==> src/rtl/lpc_pkg.sv <==
// Shared types for the LPC frame scheduler: coefficient count, FSM states and
// the packed frame record exchanged between upstream, pend and act buffers.
package lpc_pkg;

   localparam int NCOEF = 11;
   localparam int CW    = 16;

   typedef enum logic [1:0] {
      IDLE,
      WAIT_FIRST,
      RUN
   } state_t;

   // coef[0] sits in the low bits so the struct matches the A0-first port packing.
   typedef struct packed {
      logic                       voiced;
      logic [CW-1:0]              pitch;
      logic [NCOEF-1:0][CW-1:0]   coef;
   } frame_t;

endpackage

==> src/rtl/lpc_frame_sched_rate_gen.sv <==
// Sample strobe generator: clock divider plus per-frame sample counter.
// Counters sit at zero whenever run is low, so RUN always starts phase-aligned.
module lpc_rate_gen #(
   parameter int CLK_DIV   = 16,
   parameter int FRAME_LEN = 160
) (
   input  logic clk,
   input  logic rst,
   input  logic run,
   output logic v,
   output logic boundary
);

   localparam int DW = $clog2(CLK_DIV);
   localparam int SW = (FRAME_LEN > 1) ? $clog2(FRAME_LEN) : 1;
   localparam logic [DW-1:0] DIV_LAST = DW'(CLK_DIV - 1);
   localparam logic [SW-1:0] SMP_LAST = SW'(FRAME_LEN - 1);

   logic [DW-1:0] div;
   logic [SW-1:0] smp;

   // NOTE: sequential state uses non-blocking assignments so every register
   // samples the pre-edge values of its neighbours, independent of statement order.
   always_ff @(posedge clk or posedge rst) begin
      if (rst) begin
         div <= '0;
         smp <= '0;
         v   <= 1'b0;
      end else if (!run) begin
         div <= '0;
         smp <= '0;
         v   <= 1'b0;
      end else begin
         v   <= (div == DIV_LAST);
         div <= (div == DIV_LAST) ? '0 : div + 1'b1;
         if (v)
            smp <= (smp == SMP_LAST) ? '0 : smp + 1'b1;
      end
   end

   assign boundary = v && (smp == SMP_LAST);

endmodule

==> src/rtl/lpc_frame_sched.sv <==
// LPC frame scheduler: double-buffers upstream frames and holds the decoder
// configuration stable for FRAME_LEN samples, swapping only on frame boundaries.
module lpc_frame_sched
   import lpc_pkg::*;
#(
   parameter int CLK_DIV   = 16,
   parameter int FRAME_LEN = 160,
   parameter int CW        = lpc_pkg::CW
) (
   input  logic                clk,
   input  logic                rst,
   input  logic                enable,
   input  logic                frm_valid,
   output logic                frm_ready,
   input  logic                frm_voiced,
   input  logic [CW-1:0]       frm_pitch,
   input  logic [NCOEF*CW-1:0] frm_coef,
   output logic                v,
   output logic                voiced,
   output logic [CW-1:0]       pulserate,
   output logic [CW-1:0]       lpcrate,
   output logic [NCOEF*CW-1:0] coef,
   output logic                frame_start,
   output logic                underrun,
   output logic                active
);

   state_t state_q, state_d;
   frame_t in_frm, act, pend;
   logic   pend_v;
   logic   accept, load_first, swap, boundary, run;

   assign in_frm    = {frm_voiced, frm_pitch, frm_coef};
   assign frm_ready = (state_q != IDLE) && !pend_v;
   assign accept    = frm_valid && frm_ready;
   assign run       = (state_q == RUN) && enable;
   assign active    = (state_q == RUN);

   lpc_rate_gen #(
      .CLK_DIV   (CLK_DIV),
      .FRAME_LEN (FRAME_LEN)
   ) u_rate (
      .clk      (clk),
      .rst      (rst),
      .run      (run),
      .v        (v),
      .boundary (boundary)
   );

   // NOTE: every always_comb output gets a default first, so no path can
   // leave a value unassigned and infer a latch.
   always_comb begin
      state_d    = state_q;
      load_first = 1'b0;
      swap       = 1'b0;
      unique case (state_q)
         IDLE: begin
            if (enable)
               state_d = WAIT_FIRST;
         end
         WAIT_FIRST: begin
            if (!enable) begin
               state_d = IDLE;
            end else if (accept) begin
               state_d    = RUN;
               load_first = 1'b1;
            end
         end
         RUN: begin
            if (!enable)
               state_d = IDLE;
            else if (boundary && pend_v)
               swap = 1'b1;
         end
         default: state_d = IDLE;
      endcase
   end

   always_ff @(posedge clk or posedge rst) begin
      if (rst) state_q <= IDLE;
      else     state_q <= state_d;
   end

   // A frame accepted on a boundary lands in pend only; the boundary saw it empty.
   always_ff @(posedge clk or posedge rst) begin
      if (rst) begin
         act         <= '0;
         pend        <= '0;
         pend_v      <= 1'b0;
         frame_start <= 1'b0;
         underrun    <= 1'b0;
      end else begin
         frame_start <= load_first || swap;
         if (load_first)
            act <= in_frm;
         else if (swap)
            act <= pend;

         if (state_d == IDLE) begin
            pend_v   <= 1'b0;
            underrun <= 1'b0;
         end else begin
            if (swap)
               pend_v <= 1'b0;
            if (accept && state_q == RUN) begin
               pend   <= in_frm;
               pend_v <= 1'b1;
            end
            if (run && boundary && !pend_v)
               underrun <= 1'b1;
         end
      end
   end

   assign voiced    = act.voiced;
   assign pulserate = act.pitch;
   assign coef      = act.coef;
   assign lpcrate   = CW'(FRAME_LEN);

endmodule

==> config.mk <==
export PLATFORM = sky130hd
export DESIGN_NAME = lpc_frame_sched
export DESIGN_NICKNAME = d
export VERILOG_FILES = /design/src/rtl/lpc_pkg.sv /design/src/rtl/lpc_frame_sched_rate_gen.sv /design/src/rtl/lpc_frame_sched.sv
export SDC_FILE = /design/constraint.sdc
export NUM_CORES = 1
export LEC_CHECK = 0
export CAP_MARGIN = 20
export CORE_MARGIN = 2
export CORE_UTILIZATION = 54
export DETAILED_ROUTE_END_ITERATION = 8
export GPL_TIMING_DRIVEN = 0
export PLACE_DENSITY_LB_ADDON = 0.3
export SLEW_MARGIN = 10
export SYNTH_ARGS = -nofsm -noshare
export SYNTH_HDL_FRONTEND = slang
export SYNTH_HIERARCHICAL = 1
export SYNTH_SLANG_ARGS = --single-unit
==> constraint.sdc <==
create_clock -name clk -period 45 [get_ports clk]
set_input_delay 11.25 -clock clk [delete_from_list [all_inputs] [get_ports clk]]
set_output_delay 11.25 -clock clk [all_outputs]
set_load 0.005 [all_outputs]
==> results.py <==
metrics = {
    "placement": {
        "dpl.cell_count": 2293,
        "globalplace.congestion": 0.881,
        "hpwl_um": 35300,
        "numPortBuffers": 394,
    },
    "synth": {
        "synth_cells": 1486,
        "yosysWarnings": 6,
        "synth_area_leaders": "dfrtp_1, a221o_1, nand3_1",
        "syn_area_per_cell_um2": 11.4,
        "ys_seq_area_share_pct": 59.8,
        "ys_types": 43,
        "ys_ff_latch": 404,
        "yosys.area.top_type": "dfrtp_1",
        "yosys.area.top_type_share_pct": 59.8,
        "synthesis.area_mm2": 0.0169,
    },
    "power": {
        "power_leakage_nw": 10.1,
        "finalPower_mw": 1.24,
        "pwr_density_cell_mw_per_mm2": 53.9,
        "peakVddDrop_uv": 34.5,
    },
    "critical_path": {
        "slowest_delay_ns": 0.53,
        "cp_slowest_cell": "clkdlybuf4s50_1",
        "crit_path_end_kind": "flip-flop",
        "crit_arrival_ns": 13.69,
        "path_max_fanout": 15,
        "criticalPathCategory": "primary input to flip-flop",
        "worstPathRequired_ns": 45.39,
        "worst_setup_path_start_kind": "primary input",
        "path_cells": "clkdlybuf4s50_1 > nand3b_1 > inv_2 > buf_2 > buf_2 > buf_2 > nor2b_1 > nor4_1 > mux2i_1",
        "cpMostUsedCell": "buf_2",
    },
    "clock_tree": {
        "cts.sinks": 404,
        "postCtsResizedCells": 0,
        "clock_path_buffers": 3,
        "cts_tree": "yes",
        "cts_made_buffers": 42,
        "ctsHoldBuffers": 0,
        "cts_root_buf": "clkbuf_16",
        "clk_latency_ns": 0.53,
        "h-tree-depth": 2,
        "post_cts_buffers": 0,
        "clkTransAtPathRegs_ns": 0.06,
    },
    "sta": {
        "rsz0062_at_grt": "false",
        "finalCriticalPeriod_ns": 13.30,
        "fin_tns_setup_ns": 0,
        "setup_viol": 0,
        "slew_violations": 0,
        "finalClockSkew_ns": 0.0127,
        "fmax_ghz": 0.0752,
        "holdWs_ns": 0.494,
        "hold_viol_final": 0,
        "fin_crit_sh_pct": 29.6,
        "worst_slew_pin_slew_ns": 0.838,
        "slew_headroom_pct": 44.1,
    },
    "detailed_routing": {
        "drc": 0,
        "first_pass_iters": 5,
        "wire_per_inst_um": 21.6,
        "vias_per_cell": 6.09,
        "initialDrtViolationCount": 1294,
        "ant_nets": 0,
        "vias": 14418,
        "drt_wl_total_um": 51200,
    },
    "finish": {
        "final_common_cell": "dfrtp_1",
        "fin_cells": 2369,
        "fin_nets": 2140,
        "final_cell_mix": "dfrtp_1, clkdlybuf4s50_1, a221o_1",
        "drive_gt1_share_pct": 10.4,
        "syn2layout_area_growth_pct": 35.8,
        "post-route-util_pct": 74.8,
    },
    "global_routing": {
        "grt_pass1_wl_um": 81200,
        "antenna_found_initial": 6,
        "grt_usage_pct": 31.0,
        "grt_overflow": 0,
        "grt_pass1_vias": 14759,
        "grt_start_max_net_pins": 121,
    },
    "floorplanning": {
        "ios": 411,
        "design.core.area_mm2": 0.0307,
        "row_count": 64,
        "die_area_mm2": 0.0327,
        "start_util_pct": 55.1,
        "fp.dieW_um": 181,
        "die_h_um": 181,
    },
    "flow_run": {
        "max_cap_violations": 0,
    },
    "min_path": {
        "holdCritPathClass": "flip-flop to flip-flop",
    },
    "status": {
        "status": "complete, no violations",
    },
}
sequential cells by signal, indices dropped and copies added, names as in the netlist:
| name | count |
|---|---|
| voiced | 1 |
| underrun | 1 |
| frame_start | 1 |
| state_q | 2 |
| pulserate | 16 |
| coef | 176 |
| u_rate/smp | 8 |
| u_rate/div | 4 |
| pend_v | 1 |
| u_rate/v | 1 |
| pend | 193 |
power breakdown:
part | switching (mW) | internal, mW
combinational | 0.130 | 0.188
clock | 0.140 | 0.223
sequential | 0.0630 | 0.492
cells by family after synthesis:
logic type,synth area share (%)
DFF,59.8
and+or+nand+nor,11.6
AOI/OAI and AO/OA,16.1
buffers and inverters,8.14
muxes,3.98
xor gates and xnor gates,0.156
adders and majority gates,0.148
other,0.0445
cell type report:
type / count / area [um2]
Sequential cell: 404 / 10100
Tap cell: 396 / 495
Fill cell: 2075 / 7730
Clock buffer: 59 / 1260
Timing Repair Buffer: 397 / 4030
Antenna cell: 3 / 7.51
Multi-Input combinational cell: 799 / 5460
Clock inverter: 14 / 195
Inverter: 144 / 548
Buffer: 153 / 835
worst paths after layout:
| path | start | endpoint | slack (ns) | cells after the start |
|---|---|---|---|---|
| max in group asynchronous | rst | pend[98]$_DFFE_PP0P_ | 32.42 | 4 |
| setup reg to reg | u_rate/smp[0]$_DFFE_PP0P_ | coef[146]$_DFFE_PP0P_ | 42.09 | 8 |
| setup / recovery | enable | u_rate/smp[7]$_DFFE_PP0P_ | 31.70 | 9 |
| hold / removal | pend[143]$_DFFE_PP0P_ | pend[143]$_DFFE_PP0P_ | 0.49 | 1 |
| hold reg to reg | pend[143]$_DFFE_PP0P_ | pend[143]$_DFFE_PP0P_ | 0.49 | 1 |
| min in group asynchronous | rst | u_rate/smp[6]$_DFFE_PP0P_ | 11.21 | 2 |
metrics by stage:
step,area [um2],setup WS (ns)
2_1_floorplan,16900,22.88
3_3_place_gp,21400,18.71
3_5_place_dp,21500,31.24
4_1_cts,22900,31.77
5_1_grt,22900,31.60
6_report,22900,31.70
synthesized netlist by cell type (all sizes together):
| cell | count |
|---|---|
| a221o | 193 |
| nand3 | 139 |
| a21oi | 7 |
| a31oi | 1 |
| nor3 | 136 |
| inv | 144 |
| or3 | 1 |
| dfrtp | 404 |
| and2 | 4 |
| and3 | 58 |
| o31ai | 2 |
| xor2 | 1 |
| o21ai | 139 |
| nor2 | 9 |
| buf | 73 |
| o21a | 1 |
| mux2 | 58 |
| xnor2 | 2 |
| nor3b | 1 |
| o211ai | 1 |
| a211oi | 1 |
| and3b | 1 |
| a22oi | 1 |
| ha | 2 |
| nand4 | 1 |
| nand3b | 2 |
| nand4b | 1 |
| nor2b | 5 |
| nand4bb | 1 |
| clkbuf | 80 |
| mux2i | 2 |
| nand2b | 3 |
| nor4 | 1 |
| or4 | 2 |
| conb | 2 |
| nand2 | 7 |
worst max-delay path: cells and delay by family:
family,cells,cell delay (ns)
buf+inv,5,1.68
mux,1,0.14
simple gates,3,0.63
metal layers:
layer  GRT usage, %  routed length [um]  vias up
li1               -                   -     6313
met2           50.5               24500      759
met4           12.2                2260        6
met1           40.1               19700     7199
met5              0                  34        -
met3           7.74                4780      141
Note: power is estimated with default switching activity, not from simulation.
